**src/rtl/div_pkg.sv**
```systemverilog
// Shared types and widths for the 16/8 divider issue front-end.
package div_pkg;

  localparam int DIVIDEND_W = 16;
  localparam int DIVISOR_W  = 8;
  localparam int QUOT_W     = 8;
  localparam int REM_W      = 16;

  typedef enum logic {
    IDLE = 1'b0,
    WAIT = 1'b1
  } div_state_e;

  typedef struct packed {
    logic [DIVIDEND_W-1:0] dividend;
    logic [DIVISOR_W-1:0]  divisor;
  } div_req_t;

  typedef struct packed {
    logic [QUOT_W-1:0] quot;
    logic [REM_W-1:0]  rem;
    logic              dz;
    logic              ovf;
    logic              err;
  } div_rsp_t;

  // A quotient fits in QUOT_W bits only when the dividend's upper half is below the divisor.
  function automatic logic quot_overflow(input div_req_t req);
    return req.dividend[DIVIDEND_W-1 -: DIVISOR_W] >= req.divisor;
  endfunction

endpackage

```
**src/rtl/div_req_fifo.sv**
```systemverilog
// Request FIFO for div_issue_ctrl; pointers carry one extra wrap bit to tell full from empty.
module div_req_fifo
  import div_pkg::*;
#(
  parameter int FIFO_DEPTH = 4
) (
  input  logic     clk,
  input  logic     rst_n,
  input  logic     i_push,
  input  div_req_t i_data,
  input  logic     i_pop,
  output div_req_t o_data,
  output logic     o_full,
  output logic     o_empty
);

  localparam int AW = $clog2(FIFO_DEPTH);

  div_req_t      r_mem [FIFO_DEPTH];
  logic [AW:0]   r_wrPtr;
  logic [AW:0]   r_rdPtr;
  logic          w_doPush;
  logic          w_doPop;

  assign o_empty  = (r_wrPtr == r_rdPtr);
  assign o_full   = (r_wrPtr[AW] != r_rdPtr[AW]) && (r_wrPtr[AW-1:0] == r_rdPtr[AW-1:0]);
  assign w_doPush = i_push && !o_full;
  assign w_doPop  = i_pop && !o_empty;
  assign o_data   = r_mem[r_rdPtr[AW-1:0]];

  always_ff @(posedge clk or negedge rst_n) begin
    if (!rst_n) begin
      r_wrPtr <= '0;
      r_rdPtr <= '0;
    end else begin
      if (w_doPush) r_wrPtr <= r_wrPtr + 1'b1;
      if (w_doPop)  r_rdPtr <= r_rdPtr + 1'b1;
    end
  end

  // Storage needs no reset: entries are only read once the pointers say they were written.
  always_ff @(posedge clk) begin
    if (w_doPush) r_mem[r_wrPtr[AW-1:0]] <= i_data;
  end

endmodule

```
**src/rtl/div_issue_ctrl.sv**
```systemverilog
// Issue controller for the 16/8 sequential divider: request FIFO, issue FSM, result register.
// Optional divider watchdog enabled by defining DIV_TIMEOUT_EN.
module div_issue_ctrl
  import div_pkg::*;
#(
  parameter int FIFO_DEPTH = 4
`ifdef DIV_TIMEOUT_EN
  ,
  parameter int TIMEOUT    = 32
`endif
) (
  input  logic        clk,
  input  logic        rst_n,
  input  logic        in_valid,
  output logic        in_ready,
  input  logic [15:0] in_dividend,
  input  logic [7:0]  in_divisor,
  output logic        out_valid,
  input  logic        out_ready,
  output logic [7:0]  out_quot,
  output logic [15:0] out_rem,
  output logic        out_dz,
  output logic        out_ovf,
  output logic        out_err,
  output logic        div_start,
  output logic [15:0] div_x,
  output logic [7:0]  div_y,
  input  logic [7:0]  div_z,
  input  logic [15:0] div_r,
  input  logic        div_done,
  output logic        busy
);

  div_state_e            r_state;
  div_rsp_t              r_rsp;
  logic                  r_outValid;
  logic                  r_divStart;
  logic [DIVIDEND_W-1:0] r_divX;
  logic [DIVISOR_W-1:0]  r_divY;
  logic                  r_pendOvf;

  div_req_t              w_inReq;
  div_req_t              w_head;
  logic                  w_full;
  logic                  w_empty;
  logic                  w_push;
  logic                  w_pop;

`ifdef DIV_TIMEOUT_EN
  localparam int CNT_W = $clog2(TIMEOUT + 1);
  logic [CNT_W-1:0]      r_waitCnt;
`endif

  assign w_inReq = '{dividend: in_dividend, divisor: in_divisor};
  assign w_push  = in_valid && !w_full;
  // The result register must be free before another request leaves the FIFO.
  assign w_pop   = (r_state == IDLE) && !w_empty && !r_outValid;

  div_req_fifo #(
    .FIFO_DEPTH (FIFO_DEPTH)
  ) u_fifo (
    .clk     (clk),
    .rst_n   (rst_n),
    .i_push  (w_push),
    .i_data  (w_inReq),
    .i_pop   (w_pop),
    .o_data  (w_head),
    .o_full  (w_full),
    .o_empty (w_empty)
  );

  // div_done is ignored in the start cycle: the divider cannot finish the divide it is just being handed.
  always_ff @(posedge clk or negedge rst_n) begin
    if (!rst_n) begin
      r_state    <= IDLE;
      r_rsp      <= '0;
      r_outValid <= 1'b0;
      r_divStart <= 1'b0;
      r_divX     <= '0;
      r_divY     <= '0;
      r_pendOvf  <= 1'b0;
`ifdef DIV_TIMEOUT_EN
      r_waitCnt  <= '0;
`endif
    end else begin
      r_divStart <= 1'b0;
      if (r_outValid && out_ready) r_outValid <= 1'b0;
      case (r_state)
        IDLE: begin
`ifdef DIV_TIMEOUT_EN
          r_waitCnt <= '0;
`endif
          if (w_pop) begin
            if (w_head.divisor == '0) begin
              r_rsp      <= '{quot: {QUOT_W{1'b1}}, rem: w_head.dividend,
                              dz: 1'b1, ovf: 1'b0, err: 1'b0};
              r_outValid <= 1'b1;
            end else begin
              r_divX     <= w_head.dividend;
              r_divY     <= w_head.divisor;
              r_pendOvf  <= quot_overflow(w_head);
              r_divStart <= 1'b1;
              r_state    <= WAIT;
            end
          end
        end
        WAIT: begin
          if (div_done && !r_divStart) begin
            r_rsp      <= '{quot: div_z, rem: div_r, dz: 1'b0, ovf: r_pendOvf, err: 1'b0};
            r_outValid <= 1'b1;
            r_state    <= IDLE;
          end
`ifdef DIV_TIMEOUT_EN
          else if (r_waitCnt == CNT_W'(TIMEOUT - 1)) begin
            r_rsp      <= '{quot: '0, rem: '0, dz: 1'b0, ovf: r_pendOvf, err: 1'b1};
            r_outValid <= 1'b1;
            r_state    <= IDLE;
          end else begin
            r_waitCnt  <= r_waitCnt + 1'b1;
          end
`endif
        end
        default: r_state <= IDLE;
      endcase
    end
  end

  assign in_ready  = !w_full;
  assign out_valid = r_outValid;
  assign out_quot  = r_rsp.quot;
  assign out_rem   = r_rsp.rem;
  assign out_dz    = r_rsp.dz;
  assign out_ovf   = r_rsp.ovf;
  assign out_err   = r_rsp.err;
  assign div_start = r_divStart;
  assign div_x     = r_divX;
  assign div_y     = r_divY;
  assign busy      = (r_state != IDLE) || !w_empty || r_outValid;

endmodule

```
**config.mk**
```make
export PLATFORM = sky130hd
export DESIGN_NAME = div_issue_ctrl
export DESIGN_NICKNAME = d
export VERILOG_FILES = /design/src/rtl/div_pkg.sv /design/src/rtl/div_req_fifo.sv /design/src/rtl/div_issue_ctrl.sv
export SDC_FILE = /design/constraint.sdc
export NUM_CORES = 1
export LEC_CHECK = 0
export ABC_AREA = 1
export BUFFER_PORTS_ARGS = -buffer_cell sky130_fd_sc_hd__buf_4
export CAP_MARGIN = 20
export CORE_MARGIN = 2
export CORE_UTILIZATION = 51
export CTS_CLUSTER_SIZE = 25
export DETAILED_ROUTE_END_ITERATION = 10
export GPL_TIMING_DRIVEN = 0
export PLACE_DENSITY = 0.86
export SLEW_MARGIN = 0
export SYNTH_ARGS = -nofsm -noshare
export SYNTH_HDL_FRONTEND = slang
export SYNTH_SLANG_ARGS = --single-unit
```
**constraint.sdc**
```tcl
create_clock -name clk -period 2.6 [get_ports clk]
set_clock_uncertainty 0.1 [all_clocks]
set_input_delay 0.26 -clock clk [delete_from_list [all_inputs] [get_ports clk]]
set_output_delay 0.26 -clock clk [all_outputs]
set_load 0.01 [all_outputs]
```
==> results.json, run 1 <==
{
  "fin_crit_sh": 0.9648,
  "cts_sinks": 156,
  "slew_headroom": 0.4250,
  "synth_adder_area_share": 0.02506,
  "firstDrtPassIters": 6,
  "outcome": "finished clean",
  "syn-instance-count": 602,
  "ios": 108,
  "insertedDiodeCount": 0,
  "dp_hpwl_um": 10920,
  "initial_core_util": 0.5186,
  "cts_root_buffer": "clkbuf_16",
  "synth_xor_area_frac": 0.009445,
  "cts_made_buffers": 17,
  "via_per_inst": 5.353,
  "drt_wl_total_um": 15980,
  "h-tree-depth": 4,
  "synth_nets": 668,
  "ys_ff_latch": 156,
  "grt_use_total": 0.2441,
  "finalSetupViolations": 0,
  "clockBufferDepth": 2,
  "drv_cap": 0,
  "p_leak_nw": 3.763,
  "worst_pin_slew_ns": 0.8604,
  "power_density_mw_per_mm2": 1297,
  "vias": 5059,
  "max_freq_mhz": 398.6,
  "required_ns": 2.83,
  "multi_input_area_mm2": 0.001926,
  "peakVddDrop_mv": 0.6362,
  "cts_tree": "done",
  "io_buffer_count": 106,
  "first_global_vias": 5094,
  "final_hold_viol_count": 0,
  "critPathCaptureType": "flop",
  "layout-drive-gt1-share": 0.2536,
  "fin_cells": 945,
  "grt_pass1_wl_um": 24680,
  "synth_top_family_by_area": "simple AND/OR/NAND/NOR gates",
  "n_fill_cell": 910,
  "die-area_mm2": 0.01365,
  "die_h_um": 116.8,
  "startpoint_type": "flop",
  "fin_crit_ns": 2.509,
  "area_growth_pct": 30.94,
  "place_inst": 883,
  "core-area_mm2": 0.01252,
  "fin_nets": 826,
  "fin_hold_ws_ns": 0.009631,
  "arrival_ns": 2.73,
  "rows": 41,
  "ant_nets": 0,
  "yosys.area_share.simple": 0.1995,
  "antenna_found_initial": 0,
  "grt-ovfl-total": 0,
  "synth.mux.area_fraction": 0,
  "detail_route.wl_per_cell_um": 16.91,
  "netlist_area_mm2": 0.006491,
  "drv_slew": 0,
  "place.gp.congestion": 0.8582,
  "path_max_fanout": 10,
  "synth_compound_area_frac": 0.05397,
  "die_x_um": 116.8,
  "drt_iter0_markers": 564,
  "drc": 0,
  "seq_area_mm2": 0.004385,
  "grt_max_degree": 61,
  "syn-mean-instance-area_um2": 10.78,
  "clk_latency_ns": 0.44,
  "crit_type": "reg -> reg",
  "min_path_type": "in -> reg",
  "synth_cell_types": 29,
  "rsz0062_at_grt": "no",
  "ys_warn_count": 0,
  "cts.clk_slew.worst_paths_ns": 0.06,
  "ys_seq_area_frac": 0.6754
}
-- flip-flops by register name, summed over array words and instances, names as in the netlist, 3 cells and up --
register / flops
div_y: 8
out_rem: 16
u_fifo.r_rdPtr: 3
div_x: 16
u_fifo.r_wrPtr: 3
u_fifo.r_mem: 96
out_quot: 8
-- path summary, 6_finish.rpt --
check,end,cells after the start,start,slack (ns)
worst min register to register,div_x[11]$_DFFE_PN0P_,2,div_x[11]$_DFFE_PN0P_,0.39
worst max-delay path,r_pendOvf$_DFFE_PN0P_,12,u_fifo.r_rdPtr[0]$_DFFE_PN0P_,0.09
worst max register to register,r_pendOvf$_DFFE_PN0P_,12,u_fifo.r_rdPtr[0]$_DFFE_PN0P_,0.09
max in group asynchronous,u_fifo.r_rdPtr[0]$_DFFE_PN0P_,2,rst_n,1.50
min in group asynchronous,div_x[8]$_DFFE_PN0P_,2,rst_n,0.37
worst min-delay path,r_state$_DFF_PN0_,4,div_done,0.01
-- cell usage after synthesis --
| master | count | share of area |
|---|---|---|
| nand2_1 | 211 | 0.12 |
| edfxtp_1 | 96 | 0.44 |
| dfrtp_1 | 60 | 0.23 |
| nand3_1 | 42 | 0.032 |
| nor2_1 | 42 | 0.024 |
| o21ai_0 | 42 | 0.032 |
| o22ai_1 | 15 | 0.014 |
| ha_1 | 13 | 0.025 |
| inv_1 | 13 | 0.0075 |
| clkbuf_1 | 10 | 0.0058 |
| or2_2 | 8 | 0.0077 |
| buf_2 | 7 | 0.0054 |
| buf_4 | 5 | 0.0058 |
| a21oi_1 | 4 | 0.0031 |
| buf_1 | 4 | 0.0023 |
| buf_6 | 4 | 0.0069 |
| inv_2 | 4 | 0.0023 |
| xnor2_1 | 4 | 0.0054 |
| nand4_1 | 3 | 0.0029 |
| xor2_1 | 3 | 0.0040 |
| nand2_4 | 2 | 0.0035 |
| nor2_2 | 2 | 0.0019 |
| o21ai_1 | 2 | 0.0015 |
| conb_1 | 1 | 0.00058 |
| nand2_2 | 1 | 0.00096 |
| nand3_4 | 1 | 0.0027 |
| nand3b_1 | 1 | 0.0012 |
| o211ai_1 | 1 | 0.0012 |
| o22a_1 | 1 | 0.0013 |
-- critical path, stage by stage (launching register included) --
cell,delay (ns)
dfrtp_2,0.46
inv_2,0.10
buf_2,0.21
buf_2,0.26
o21ai_0,0.14
o22ai_2,0.26
ha_1,0.32
a21oi_1,0.15
o21ai_0,0.10
nand2_1,0.08
nand4_1,0.08
nand2_1,0.09
nand2_1,0.05
-- kinds of logic after synthesis --
group,count (synthesis)
simple gates,313
flops,156
compound gates,65
buf+inv,47
fa+ha+maj,13
xor+xnor,7
other cells,1
-- report_power, final --
| group | total, mW | internal, mW | leakage, nW | switching (mW) |
|---|---|---|---|---|
| sequential | 3.87 | 3.49 | 1.62 | 0.384 |
| clock | 2.43 | 1.43 | 0.268 | 0.995 |
| combinational | 4.73 | 1.82 | 1.88 | 2.90 |
-- stage by stage --
step           cell area (µm²)  power (mW)  utilization  TNS, ns  worst slack [ns]
5_1_grt                   8499       11.70       0.6790        0           0.01190
4_1_cts                   8441       10.90       0.6743        0          0.001705
3_3_place_gp              7505       8.049       0.5996   -55.13           -0.7274
3_5_place_dp              7562       8.342       0.6042  -0.3026           -0.3026
2_1_floorplan             6494       6.550            -        0           0.03273
6_report                  8499       11.02       0.6790        0           0.09142
-- routing by layer --
metal / part of all wire / up-vias / global-route usage / wire length (µm)
met4: 0.030 / 0 / 0.1239 / 485
met3: 0.082 / 44 / 0.07003 / 1310
met5: 0 / - / 0 / 0
met1: 0.39 / 2429 / 0.2892 / 6294
li1: - / 2343 / - / -
met2: 0.49 / 243 / 0.4092 / 7893
-- layout make-up --
type                    count  area share
plain buffers              30     0.02282
well taps                 172     0.02532
clock inverters            14     0.01708
flip-flops and latches    156      0.5160
clock buffers              18     0.05167
multi-input cells         399      0.2266
inverters                  17    0.007508
repair buffers            139      0.1331
-- layout by cell type, fill, tap and decap left out, types with 4 or more instances in the layout --
master and n:
o21ai_0 42, or2_2 8, nor2_2 5, inv_2 4, clkbuf_1 4, dlygate4sd3_1 26, nand2_1 211, a21oi_1 4
edfxtp_1 96, ha_1 13, nand3_1 42, dfrtp_1 59, xnor2_1 4, clkbuf_16 17, clkbuf_4 4, buf_6 4
buf_4 117, nor2_1 38, inv_1 13, o22ai_1 9, clkinvlp_4 6, o22ai_2 6, buf_2 7
-- what timing repair did --
| item | CTS | global route |
|---|---|---|
| pin swaps | 0 | 3 |
| resized for setup | 11 | 16 |
| endpoints found under the hold margin | 157 | 0 |
| setup endpoints to repair | 1 | 1 |
| hold buffers | 26 | 0 |
| buffers inserted | 0 | 4 |
(Power assumes the default switching activity.)
==> run 2: changes to the inputs <==
Settings changed: ABC_AREA 1 to 0, CORE_UTILIZATION 51 to 50, PLACE_DENSITY 0.86 to 0.75.
==> results.json, run 2 <==
{
  "die_x_um": 116.8,
  "grt_max_degree": 61,
  "drv_slew": 0,
  "area_growth_pct": 35.35,
  "insertedDiodeCount": 0,
  "clockBufferDepth": 2,
  "fin_crit_sh": 1.055,
  "required_ns": 2.79,
  "placed_area_mm2": 0.007475,
  "grt_use_total": 0.2044,
  "worst_pin_slew_ns": 0.7991,
  "startpoint_type": "flop",
  "seqPwrFrac": 0.346,
  "synth_nets": 415,
  "ant_nets": 0,
  "crit_type": "reg -> reg",
  "drc": 0,
  "yosysMostFrequentCell": "edfxtp_1",
  "cts_made_buffers": 17,
  "core-area_mm2": 0.01252,
  "cts_tree": "done",
  "fin_area_mm2": 0.008603,
  "largest_reg_flops": 96,
  "syn-instance-count": 349,
  "initial_core_util": 0.5078,
  "final.setup.worst_slack_ns": -0.1441,
  "synth-edff-count": 96,
  "die_h_um": 116.8,
  "drt_wl_total_um": 13380,
  "yosys-top-cells-area": "edfxtp_1, dfrtp_1, mux4_2",
  "final_cell_mix": "buf_4, edfxtp_1, dfrtp_1",
  "synth_cell_types": 33,
  "die-area_mm2": 0.01363,
  "rows": 41,
  "critPathCaptureType": "flop",
  "p_total_mw": 11.18,
  "ys_warn_count": 0,
  "arrival_ns": 2.93,
  "power_density_mw_per_mm2": 1300,
  "dp_hpwl_um": 8604,
  "cts.clk_slew.worst_paths_ns": 0.06,
  "ys_ff_latch": 156,
  "syn-mean-instance-area_um2": 18.21,
  "cts_root_buffer": "clkbuf_16",
  "drt_iter0_markers": 211,
  "via_per_inst": 5.085,
  "antenna_found_initial": 0,
  "firstDrtPassIters": 4,
  "ios": 108,
  "yosys-top-cells-count": "edfxtp_1, dfrtp_1, mux2_2",
  "clk_latency_ns": 0.42,
  "p_leak_nw": 3.541,
  "h-tree-depth": 4,
  "ys_seq_area_frac": 0.6898,
  "synth.top_cell.area_share": 0.4535,
  "finalSetupViolations": 40,
  "violations": "negative setup slack",
  "p_sw_frac": 0.3100,
  "rsz0062_at_grt": "yes",
  "io_buffer_count": 106,
  "final_hold_viol_count": 0,
  "max_freq_mhz": 364.4,
  "p_int_mw": 7.715,
  "pwr-share-comb": 0.438,
  "grt-ovfl-total": 0,
  "reg2reg_depth": 7,
  "ys_async_sr_fraction": 0.3846,
  "min_path_type": "in -> reg",
  "place.gp.congestion": 0.7063,
  "fin_nets": 591,
  "place_ws_ns": -0.5204,
  "fin_crit_ns": 2.744,
  "cts_sinks": 156,
  "first_global_vias": 3777,
  "peakVddDrop_mv": 0.6389,
  "outcome": "finished, violations left",
  "slew_headroom": 0.4673,
  "synthFlopType": "edfxtp_1",
  "layout-drive-gt1-share": 0.4647,
  "p_clk_frac": 0.216,
  "detail_route.wl_per_cell_um": 18.84,
  "yosysTopAreaCell": "edfxtp_1",
  "holdPathStages": 3,
  "vias": 3610,
  "drv_cap": 0,
  "path_max_fanout": 8,
  "grt_pass1_wl_um": 19960,
  "layout_commonest_cell": "buf_4",
  "power_switching_mw": 3.466,
  "netlist_area_mm2": 0.006356
}
-- run 2: cell count changes after synthesis, sizes merged, moves of 8 or more --
cell,before,now
buf,20,10
mux2,0,57
mux4,0,24
nand2,214,5
nand3,43,1
nor2,44,20
o21ai,44,3
o22ai,15,1
or2,8,0
-- run 2: power by group through the flow --
stage / clock network [mW] / logic [mW] / registers [mW]
final: 2.42 / 4.90 / 3.87
after global routing: 2.58 / 5.27 / 3.94
after CTS: 2.45 / 4.78 / 3.87
after detailed placement: 0 / 4.36 / 3.91
after global placement: 0 / 4.12 / 3.87
after floorplan: 0 / 2.60 / 4.02
-- run 2: layout make-up --
| type | instances | area [µm²] |
|---|---|---|
| Inverter | 13 | 48.80 |
| Sequential cell | 156 | 4384 |
| Multi-Input combinational cell | 163 | 1847 |
| Tap cell | 172 | 215.2 |
| Timing Repair Buffer | 159 | 1358 |
| Clock inverter | 10 | 121.4 |
| Clock buffer | 22 | 454.2 |
| Buffer | 15 | 175.2 |
| Fill cell | 860 | 3914 |
-- run 2: worst max-delay path, stage by stage, from the launching register on --
cell       delay, ns
dfrtp_1         0.41
buf_12          0.16
mux4_2          0.55
or4_4           0.57
nor3_4          0.23
nor2b_2         0.12
clkbuf_16       0.18
mux2_4          0.29
-- run 2: logic make-up (layout without fill, tap and decap cells) --
family / Yosys count / count (layout) / share of synthesized area
other: 1 / 1 / 0.0005900
multiplexers: 81 / 81 / 0.1972
XOR/XNOR: 7 / 7 / 0.009646
AND/OR/NAND/NOR: 40 / 40 / 0.03071
adder cells (fa/ha/maj): 13 / 13 / 0.02559
AO/OA/AOI/OAI: 21 / 21 / 0.01969
buffers and inverters: 30 / 219 / 0.02677
flip-flops: 156 / 156 / 0.6898
-- run 2: worst paths after layout --
check	to	start	slack, ns
hold / removal	out_quot[1]$_DFFE_PN0P_	div_z[1]	0.02
setup reg to reg	out_rem[7]$_DFFE_PN0P_	u_fifo.r_rdPtr[0]$_DFFE_PN0P_	-0.14
max in group asynchronous	out_dz$_DFFE_PN0P_	rst_n	1.50
setup / recovery	out_rem[7]$_DFFE_PN0P_	u_fifo.r_rdPtr[0]$_DFFE_PN0P_	-0.14
hold reg to reg	out_dz$_DFFE_PN0P_	out_dz$_DFFE_PN0P_	0.39
min in group asynchronous	div_y[6]$_DFFE_PN0P_	rst_n	0.36
-- run 2: what timing repair did --
| action | in CTS | in global routing |
|---|---|---|
| endpoints found under the setup margin | 121 | 71 |
| gates cloned | 0 | 1 |
| gates resized for setup | 18 | 14 |
| hold buffers | 30 | 0 |
| pin swaps | 2 | 2 |
| endpoints found under the hold margin | 161 | 0 |
| setup buffers | 14 | 4 |
-- run 2: stage by stage --
stage               TNS [ns]  hold slack [ns]  utilization  instances
finish                -3.899          0.01874       0.6873        710
global route          -6.535         0.009415       0.6873        710
CTS                   -4.492         0.001204       0.6802        706
detailed placement    -23.26           0.2947       0.5972        631
global placement      -51.11           0.2812       0.5894        627
floorplan                  0          -0.1356            -        349
-- run 2: metal layers --
metal  part of all wire  track usage
met1               0.42       0.2579
met3              0.040      0.04826
met5                  0            0
met2               0.54       0.3507
met4             0.0069      0.06824
